<file path="config.mk">
export PLATFORM = sky130hd
export DESIGN_NAME = video_timing
export DESIGN_NICKNAME = d
export VERILOG_FILES = /design/src/rtl/video_timing.sv
export SDC_FILE = /design/constraint.sdc
export NUM_CORES = 1
export LEC_CHECK = 0
export BUFFER_PORTS_ARGS = -buffer_cell sky130_fd_sc_hd__buf_2
export CAP_MARGIN = 20
export CORE_MARGIN = 2
export CORE_UTILIZATION = 34
export CTS_CLUSTER_DIAMETER = 40
export DETAILED_ROUTE_END_ITERATION = 12
export SYNTH_ARGS = -nofsm -noshare
export SYNTH_HDL_FRONTEND = slang
export SYNTH_SLANG_ARGS = --single-unit
</file>
<file path="constraint.sdc">
create_clock -name clk -period 2.1 [get_ports clk]
set_input_delay 0 -clock clk [delete_from_list [all_inputs] [get_ports clk]]
set_output_delay 0 -clock clk [all_outputs]
set_load 0.02 [all_outputs]
</file>
<file path="src/rtl/video_timing.sv">
// Raster timing generator: divides clk into a pixel enable, runs horizontal and
// vertical counters, and decodes sync, data enable, blanking and coordinates.
// Every output is registered and lags the counter state by one clk.
//
// Ports:
//   clk          sole clock
//   reset_n      asynchronous active-low reset
//   restart      synchronous restart of divider and both counters
//   ce_pix       one-clk pulse per pixel
//   hsync/vsync  active-high sync
//   de           data enable (active area only)
//   hblank_int   h >= H_ACTIVE
//   vblank_int   v >= V_ACTIVE
//   video_x/y    current h/v count
//   frame_start  one-clk pulse at each frame wrap
module video_timing #(
  parameter int unsigned CLK_DIV  = 8,
  parameter int unsigned H_ACTIVE = 360,
  parameter int unsigned H_FP     = 10,
  parameter int unsigned H_SYNC   = 10,
  parameter int unsigned H_BP     = 20,
  parameter int unsigned V_ACTIVE = 360,
  parameter int unsigned V_FP     = 4,
  parameter int unsigned V_SYNC   = 4,
  parameter int unsigned V_BP     = 12
) (
  input  logic       clk,
  input  logic       reset_n,
  input  logic       restart,
  output logic       ce_pix,
  output logic       hsync,
  output logic       vsync,
  output logic       de,
  output logic       hblank_int,
  output logic       vblank_int,
  output logic [9:0] video_x,
  output logic [9:0] video_y,
  output logic       frame_start
);

  localparam int unsigned DIV_W = 8;
  localparam int unsigned CNT_W = 10;
  // One extra bit so band limits equal to 1024 still compare correctly.
  localparam int unsigned CMP_W = CNT_W + 1;

  localparam int unsigned H_TOTAL = H_ACTIVE + H_FP + H_SYNC + H_BP;
  localparam int unsigned V_TOTAL = V_ACTIVE + V_FP + V_SYNC + V_BP;

  localparam logic [DIV_W-1:0] DIV_LAST = DIV_W'(CLK_DIV - 1);
  localparam logic [CNT_W-1:0] H_LAST   = CNT_W'(H_TOTAL - 1);
  localparam logic [CNT_W-1:0] V_LAST   = CNT_W'(V_TOTAL - 1);

  localparam logic [CMP_W-1:0] H_ACT_END  = CMP_W'(H_ACTIVE);
  localparam logic [CMP_W-1:0] H_SYNC_BEG = CMP_W'(H_ACTIVE + H_FP);
  localparam logic [CMP_W-1:0] H_SYNC_END = CMP_W'(H_ACTIVE + H_FP + H_SYNC);
  localparam logic [CMP_W-1:0] V_ACT_END  = CMP_W'(V_ACTIVE);
  localparam logic [CMP_W-1:0] V_SYNC_BEG = CMP_W'(V_ACTIVE + V_FP);
  localparam logic [CMP_W-1:0] V_SYNC_END = CMP_W'(V_ACTIVE + V_FP + V_SYNC);

  logic [DIV_W-1:0] r_div_cnt;
  logic [CNT_W-1:0] r_h_cnt;
  logic [CNT_W-1:0] r_v_cnt;

  logic             w_tick;
  logic             w_h_last;
  logic             w_v_last;
  logic [CMP_W-1:0] w_h_ext;
  logic [CMP_W-1:0] w_v_ext;

  assign w_tick   = (r_div_cnt == DIV_LAST);
  assign w_h_last = (r_h_cnt == H_LAST);
  assign w_v_last = (r_v_cnt == V_LAST);
  assign w_h_ext  = {1'b0, r_h_cnt};
  assign w_v_ext  = {1'b0, r_v_cnt};

  // Divider and raster counters; restart takes priority over tick.
  always_ff @(posedge clk or negedge reset_n) begin
    if (!reset_n) begin
      r_div_cnt <= '0;
      r_h_cnt   <= '0;
      r_v_cnt   <= '0;
    end else if (restart) begin
      r_div_cnt <= '0;
      r_h_cnt   <= '0;
      r_v_cnt   <= '0;
    end else if (w_tick) begin
      r_div_cnt <= '0;
      if (w_h_last) begin
        r_h_cnt <= '0;
        r_v_cnt <= w_v_last ? '0 : r_v_cnt + CNT_W'(1);
      end else begin
        r_h_cnt <= r_h_cnt + CNT_W'(1);
      end
    end else begin
      r_div_cnt <= r_div_cnt + DIV_W'(1);
    end
  end

  // Registered decodes of the current counter state.
  always_ff @(posedge clk or negedge reset_n) begin
    if (!reset_n) begin
      ce_pix      <= 1'b0;
      hsync       <= 1'b0;
      vsync       <= 1'b0;
      de          <= 1'b0;
      hblank_int  <= 1'b0;
      vblank_int  <= 1'b0;
      video_x     <= '0;
      video_y     <= '0;
      frame_start <= 1'b0;
    end else begin
      ce_pix      <= w_tick;
      hsync       <= (w_h_ext >= H_SYNC_BEG) && (w_h_ext < H_SYNC_END);
      vsync       <= (w_v_ext >= V_SYNC_BEG) && (w_v_ext < V_SYNC_END);
      de          <= (w_h_ext < H_ACT_END) && (w_v_ext < V_ACT_END);
      hblank_int  <= (w_h_ext >= H_ACT_END);
      vblank_int  <= (w_v_ext >= V_ACT_END);
      video_x     <= r_h_cnt;
      video_y     <= r_v_cnt;
      // A restart on the wrap cycle suppresses the frame pulse.
      frame_start <= w_tick && w_h_last && w_v_last && !restart;
    end
  end

endmodule

</file>
**After elaboration in Yosys (flattened, before gate mapping)**

Cells that the tools add are included.

- Bits in registers: 55
- Output and inout port bits: 27
- Logic and storage cells: 45

- Add/subtract/negate cells: 3
- Order comparisons: 8
- Equal/unequal tests: 3
- Multiplexer cells: 9
- Reduce and logical (&&, ||, !) cells: 10

Operator list:

| kind | number |
|---|---|
| 2-to-1 mux 10 bit | 7 |
| >= comparator 10 x 9 -> 1 bit (second input constant) | 4 |
| < comparator 10 x 9 -> 1 bit (second input constant) | 4 |
| adder 10 x 1 -> 10 bit (second input constant) | 2 |
| == test 10 x 9 -> 1 bit (second input constant) | 2 |
| 2-to-1 mux 8 bit | 2 |
| adder 8 x 1 -> 8 bit (second input constant) | 1 |
| == test 8 x 3 -> 1 bit (second input constant) | 1 |
| logical AND 1 bit | 6 |
| nonzero test 2 bit | 2 |
| AND reduction 2 bit | 1 |
| zero test 1 bit | 1 |

**Depth between registers and ports, before layout**

Gate-level depths: netlist of the first run.

- Depth after elaboration: 5
- Depth in mapped cells: 6
- Gate-level depth less buffers: 6

**Worst setup path before layout of the first run**

Ideal clock, no wire load.

- Path type: register to register
- From: reg r_div_cnt[0]
- To: reg r_h_cnt[6]
- Setup time: 0.075 ns
- Arrival time: 1.658 ns
- Required time: 2.025 ns
- Path slack: 0.367 ns
- Stages on the path, launching flop included: 7
- Buffers on the path: 1
- Clock period less this slack: 1.733 ns
- Path through: dfrtp_1 -> ha_1 -> and4bb_4 -> a21oi_2 -> buf_6 -> or4_4 -> a21oi_2

- Cells in the longest elaborated chain, start to end: 2

Ends and longest elaborated chain:

| item | RTL line | source |
|---|---|---|
| start, declared | 60 | `logic [DIV_W-1:0] r_div_cnt;` |
| start signal, assigned | 95 | `r_div_cnt <= r_div_cnt + DIV_W'(1);` |
| == test 8 x 3 -> 1 bit | 70 | `assign w_tick = (r_div_cnt == DIV_LAST);` |
| nonzero test 2 bit (no line) | -- |  |
| end signal, assigned | 92 | `r_h_cnt <= r_h_cnt + CNT_W'(1);` |
| end, declared | 61 | `logic [CNT_W-1:0] r_h_cnt;` |

Every way passes these cells.
A chain may end at the register's enable or synchronous reset.

**Final worst setup path of the first run**

- From: reg r_h_cnt[6]
- To: reg r_v_cnt[8]

- Cells in the longest elaborated chain, start to end: 3

Ends and longest elaborated chain:

| item | RTL line | source |
|---|---|---|
| == test 10 x 9 -> 1 bit | 71 | `assign w_h_last = (r_h_cnt == H_LAST);` |
| nonzero test 2 bit (no line) | -- |  |
| AND reduction 2 bit (no line) | -- |  |
| end signal, assigned | 90 | `r_v_cnt <= w_v_last ? '0 : r_v_cnt + CNT_W'(1);` |
| end, declared | 62 | `logic [CNT_W-1:0] r_v_cnt;` |

Every way passes these cells.

==> results.yml, run 1 <==
clocking:
  cts.path.max_buffers: 2
  path_clk_slew_ns: 0.11
  cts_buffers: 5
  cts_sinks: 55
  ctsHtreeMaxLevel: 2
  post_cts_buffers: 0
  insertion_delay_ns: 0.31
  cts_tree: "yes"
  root_buffer: "clkbuf_8"
global_route:
  grt_overflow: 0
  grt_antenna_before_repair: 0
  grt_pass1_wl_um: 8031
  grt_util_all_layers: 0.1324
  grt_pass1_vias: 1600
  grt_max_degree: 28
power_and_ir_drop:
  ir_drop_v: 0.0002284
  leakagePower_uw: 0.001301
  power.switching_uw: 390.5
  powerDensity_mw_per_mm2: 616.6
  p_seq_frac: 0.631
  pwr-share-comb: 0.037
  p_sw_frac: 0.2286
  p_int_uw: 1318
  pwr-share-clk: 0.333
floorplan:
  fp.dieArea_mm2: 0.007704
  initial_utilization: 0.3512
  rows: 30
  fp.dieW_um: 87.77
  fp.coreArea_mm2: 0.006794
  boundaryPins: 30
  die_y_um: 87.77
timing:
  worst_pin_slew_ns: 0.5855
  max_slew_margin: 0.6097
  skew_ns: 0.01640
  period_minus_slack_ns: 1.829
  setup_viol: 0
  rsz0062_at_grt: "false"
  fin_crit_sh: 0.8711
  timing.setup.tns_ns: 0
  timing.fmax_mhz: 546.7
  whs_ns: 0.07102
  hold_viol: 0
  slew_viol_final: 0
run:
  cap_violations: 0
logic_synthesis:
  synth_area_mm2: 0.002386
  synth_flop_cell: "dfrtp_1"
  avgSynthCellArea_um2: 11.10
  synth-seq-cells: 55
  synthCells: 215
  synth.distinct_cells: 48
  synth_nets: 224
  yosysSeqAreaShare: 0.5768
  yosys.area_share.simple: 0.2061
  synth_compound_area_frac: 0.1211
  synth_mux_area_frac: 0
  synth-xor-area-share: 0.02937
  synth_top_family_by_area: "simple AND/OR/NAND/NOR gates"
  async_flop_share: 1.000
  ys_warn_count: 0
  synth_edf_count: 0
  yosys.area_share.adder: 0.03146
cells_and_area:
  utilization: 0.4077
  drive_above_1_share: 0.2095
  n_antenna_cell: 0
  nNetsFinal: 261
  synthToLayoutAreaGrowth_pct: 16.10
  final_area_mm2: 0.002770
routing:
  wl_per_cell_um: 13.89
  dr.first_iter.drc_count: 170
  viasPerCell: 5.057
  firstDrtPassIters: 4
  drtAntennaViolNets: 0
  num_vias: 1765
  drc_errors: 0
  finalWirelength_um: 4849
setup_path:
  rr_startpoint: "r_h_cnt[6]$_DFFE_PN0P_"
  critical_path_class: "reg -> reg"
  critPathCaptureType: "flop"
  cp.required_ns: 2.34
  start_kind: "flop"
  critPathArrivalTime_ns: 2.07
  crit_fanout: 11
  critPathLaunch: "r_h_cnt[6]$_DFFE_PN0P_"
placed_design:
  dpl.hpwl_um: 3285
  port_buffers: 29
  gp_congestion: 0.8069
  placed_area_mm2: 0.002669
run_status:
  status: "finished, final reports clean"
worst_hold_path:
  hold_start: "restart"
  hold_class: "in -> reg"
placed cells by master (no fill, tap or decap), drive strengths merged, types with 4 or more instances in the layout:
cell    instances
dfrtp          55
buf            37
nand3          17
nor2           14
nand2          12
a21oi          12
inv            11
and3            8
xor2            7
o21ai           7
nand4           6
ha              6
clkbuf          6
a211oi          5
nor3            5
or4             5
o31ai           4
or3             4
o32ai           4
sequential cells by signal, summed over array words and instances, names as in the netlist:
signal,count
r_h_cnt,10
r_v_cnt,10
video_x,10
video_y,10
r_div_cnt,8
ce_pix,1
de,1
frame_start,1
hblank_int,1
hsync,1
vblank_int,1
vsync,1
cell type report:
cell class,instances,area (um2)
inverters,11,41.29
clock inverters,2,12.51
repair buffers,38,215.2
flip-flops and latches,55,1376
fillers,635,4024
well taps,96,120.1
clock buffers,6,72.57
multi-input cells,141,932.1
synthesized netlist by cell type, types with 2 or more instances:
cell type / n / area (um2)
nor3_1: 4 / 20.02
buf_2: 3 / 15.01
nor4_1: 2 / 12.51
nor4b_1: 2 / 17.52
dfrtp_1: 55 / 1376
a21oi_1: 10 / 50.05
inv_1: 10 / 37.54
a211oi_1: 5 / 37.54
and3_1: 7 / 43.79
nor2b_1: 2 / 12.51
nand2_1: 12 / 45.04
or3_1: 4 / 25.02
nand3_1: 17 / 85.08
a32o_1: 2 / 20.02
ha_1: 6 / 75.07
nor2_1: 14 / 52.55
a21oi_2: 2 / 17.52
or4_1: 4 / 30.03
o31ai_1: 4 / 30.03
o21ai_0: 6 / 30.03
and4b_1: 2 / 20.02
nand4_1: 6 / 37.54
o32ai_1: 4 / 35.03
xor2_1: 7 / 61.31
clkbuf_1: 2 / 7.510
routing by layer:
metal | GRT usage | share of wire
met2 | 0.1908 | 0.45
met4 | 0.04895 | 0.015
met5 | 0 | 0
met1 | 0.1964 | 0.49
met3 | 0.02639 | 0.041
worst paths after layout:
kind	endpoint	slack, ns	cells after the start
min in group asynchronous	video_x[4]$_DFF_PN0_	0.21	2
worst min register to register	video_y[9]$_DFF_PN0_	0.44	0
max in group asynchronous	de$_DFF_PN0_	1.23	3
worst max register to register	r_v_cnt[8]$_DFFE_PN0P_	0.27	4
worst max-delay path	r_v_cnt[8]$_DFFE_PN0P_	0.27	4
worst min-delay path	r_h_cnt[2]$_DFFE_PN0P_	0.07	2
through the flow:
stage / power (uW) / instances / setup WS [ns]
after floorplan: 1125 / 215 / 0.3673
after global placement: 1162 / 340 / 0.05720
after detailed placement: 1161 / 340 / 0.06063
after CTS: 1720 / 349 / 0.04082
after global routing: 1785 / 349 / 0.08842
final: 1708 / 349 / 0.2708
critical path: stages (launching register included):
cell	delay, ns
dfrtp_1	0.48
nor4b_2	0.36
nand3_1	0.38
nor2_1	0.33
a32o_1	0.21
cells by family after synthesis:
family / Yosys count
DFF: 55
AOI/OAI and AO/OA: 42
and+or+nand+nor: 85
xor gates and xnor gates: 8
adders and majority gates: 6
buffers and inverters: 19
power groups by stage:
stage / Clock, uW / Sequential, uW / Combinational [uW]
2_1_floorplan: 0 / 1100 / 27.2
4_1_cts: 578 / 1080 / 65.1
5_1_grt: 634 / 1080 / 71.8
3_5_place_dp: 0 / 1100 / 63.5
6_report: 568 / 1080 / 63.1
3_3_place_gp: 0 / 1100 / 64.3
timing repair:
| action | in CTS | in global routing |
|---|---|---|
| setup endpoints to repair | 0 | 17 |
| endpoints found under the hold margin | 25 | 0 |
| resized for setup | 0 | 1 |
| hold buffers | 1 | 0 |
Note: power is estimated with default switching activity, not from simulation.
==> run 2, diff against run 1 <==
- CELL_PAD_IN_SITES_DETAIL_PLACEMENT: not set -> 1
- CELL_PAD_IN_SITES_GLOBAL_PLACEMENT: not set -> 2
- PLACE_DENSITY_LB_ADDON: not set -> 0.1
==> run 2 against run 1 <==
  * Non-clock buffer count is 7 higher
  * Clock skew is 0.010 ns lower
  * Sequential share of layout area down 1.2 points
  * Die area unchanged
  * Count of clock-buffer cells in the layout up 2
  * Worst hold slack improved by 0.039 ns
  * Global-route usage rose by 2.9 points
  * Largest power group unchanged
  * Critical endpoint is now r_v_cnt[2]$_DFFE_PN0P_
  * Wire length up 16%
  * Final area is 2.4% higher
  * Clock power up 10%
  * Largest cell class unchanged
  * Combinational power up 6.8%
==> results.yml, run 2 (synthesis results as in run 1) <==
run_status:
  status: "finished, final reports clean"
timing:
  worst_pin_slew_ns: 0.6071
  max_slew_margin: 0.5895
  fin_crit_sh: 0.9194
  slew_viol_final: 0
  hold_viol: 0
  timing.fmax_mhz: 518.0
  skew_ns: 0.006154
  timing.setup.tns_ns: 0
  setup_viol: 0
  period_minus_slack_ns: 1.931
  rsz0062_at_grt: "false"
clocking:
  cts_sinks: 55
  post_cts_buffers: 0
  root_buffer: "clkbuf_8"
  ctsHtreeMaxLevel: 2
  path_clk_slew_ns: 0.09
  cts_tree: "yes"
  cts.path.max_buffers: 2
  cts_buffers: 5
  insertion_delay_ns: 0.30
cells_and_area:
  drive_above_1_share: 0.2308
  utilization: 0.4175
  final_cells: 356
  synthToLayoutAreaGrowth_pct: 18.88
  layout_common_cells: "dfrtp_1 (55), buf_2 (29), nand3_1 (16)"
  layout_commonest_cell: "dfrtp_1"
  n_antenna_cell: 0
  nNetsFinal: 268
  fillers: 781
placed_design:
  gp_congestion: 0.7699
  port_buffers: 29
  dp_cells: 347
  dpl.hpwl_um: 3912
global_route:
  grt_max_degree: 33
  grt_pass1_vias: 1812
  grt_antenna_before_repair: 0
  top_usage_layer: "met2"
  grt_util_met3: 0.03110
  grt_pass1_wl_um: 9439
  grtUsageMet2: 0.2410
  grt_util_all_layers: 0.1609
  use_met1: 0.2351
  grt_overflow: 0
routing:
  dr.first_iter.drc_count: 74
  num_vias: 1807
  viasPerCell: 5.076
  firstDrtPassIters: 4
  finalWirelength_um: 5618
  drtAntennaViolNets: 0
  wl_per_cell_um: 15.78
  drc_errors: 0
setup_path:
  start_kind: "flop"
  critPathCaptureType: "flop"
  critPathArrivalTime_ns: 2.13
  crit_fanout: 7
  critical_path_class: "reg -> reg"
  cp.required_ns: 2.30
floorplan:
  fp.dieArea_mm2: 0.007704
  die_y_um: 87.77
  rows: 30
  fp.dieW_um: 87.77
  boundaryPins: 30
  initial_utilization: 0.3512
  fp.coreArea_mm2: 0.006794
worst_hold_path:
  hold_class: "in -> reg"
run:
  cap_violations: 0
power_and_ir_drop:
  ir_drop_v: 0.0003302
  leakagePower_uw: 0.001346
  powerDensity_mw_per_mm2: 624.4
run 2: repair_timing:
action | CTS | global route
hold endpoints to repair | 55 | 0
resized for setup | 0 | 1
setup endpoints to repair | 0 | 14
hold buffers | 1 | 0
run 2: layer usage:
layer / wire (um) / up-vias
li1: - / 868
met1: 2909 / 902
met2: 2462 / 32
met3: 172 / 5
met4: 73 / 0
met5: 0 / -
run 2: path summary, 6_finish.rpt:
kind	from	to	slack, ns	cells past startpoint
setup reg to reg	r_h_cnt[4]$_DFFE_PN0P_	r_v_cnt[2]$_DFFE_PN0P_	0.17	4
setup / recovery	r_h_cnt[4]$_DFFE_PN0P_	r_v_cnt[2]$_DFFE_PN0P_	0.17	4
max in group asynchronous	reset_n	video_x[2]$_DFF_PN0_	1.52	3
min in group asynchronous	reset_n	video_y[4]$_DFF_PN0_	0.22	3
hold reg to reg	r_v_cnt[7]$_DFFE_PN0P_	video_y[7]$_DFF_PN0_	0.43	0
hold / removal	restart	r_div_cnt[2]$_DFF_PN0_	0.11	2
run 2: where the power goes:
part           switching [uW]  internal (uW)  leakage (uW)
logic                    49.7           17.6      0.000534
clock network             325            302     0.0000515
registers                10.7           1070      0.000760
total                     385           1390       0.00135
run 2: through the flow:
step | setup WS, ns | hold slack, ns | area (um2) | power (uW)
global placement | 0.07433 | 0.02042 | 2721 | 1166
CTS | 0.05216 | 0.09510 | 2831 | 1816
global route | 0.02061 | 0.1096 | 2836 | 1862
detailed placement | 0.06773 | 0.01988 | 2721 | 1167
floorplan | 0.3673 | -0.2956 | 2386 | 1125
finish | 0.1694 | 0.1099 | 2836 | 1771
run 2: final cells by class:
type / instances / area [um2] / area share
sequential: 55 / 1376 / 0.4852
multi-input combinational: 141 / 930.9 / 0.3282
timing repair buffer: 45 / 267.8 / 0.09440
tap: 96 / 120.1 / 0.04235
clock buffer: 8 / 100.1 / 0.03529
inverter: 11 / 41.29 / 0.01456
run 2: critical path, cell delays in order, from the launching register on:
cell and delay [ns]:
dfrtp_1 0.39, nor4b_1 0.58, and3_1 0.47, nand3_1 0.12, a32o_1 0.26
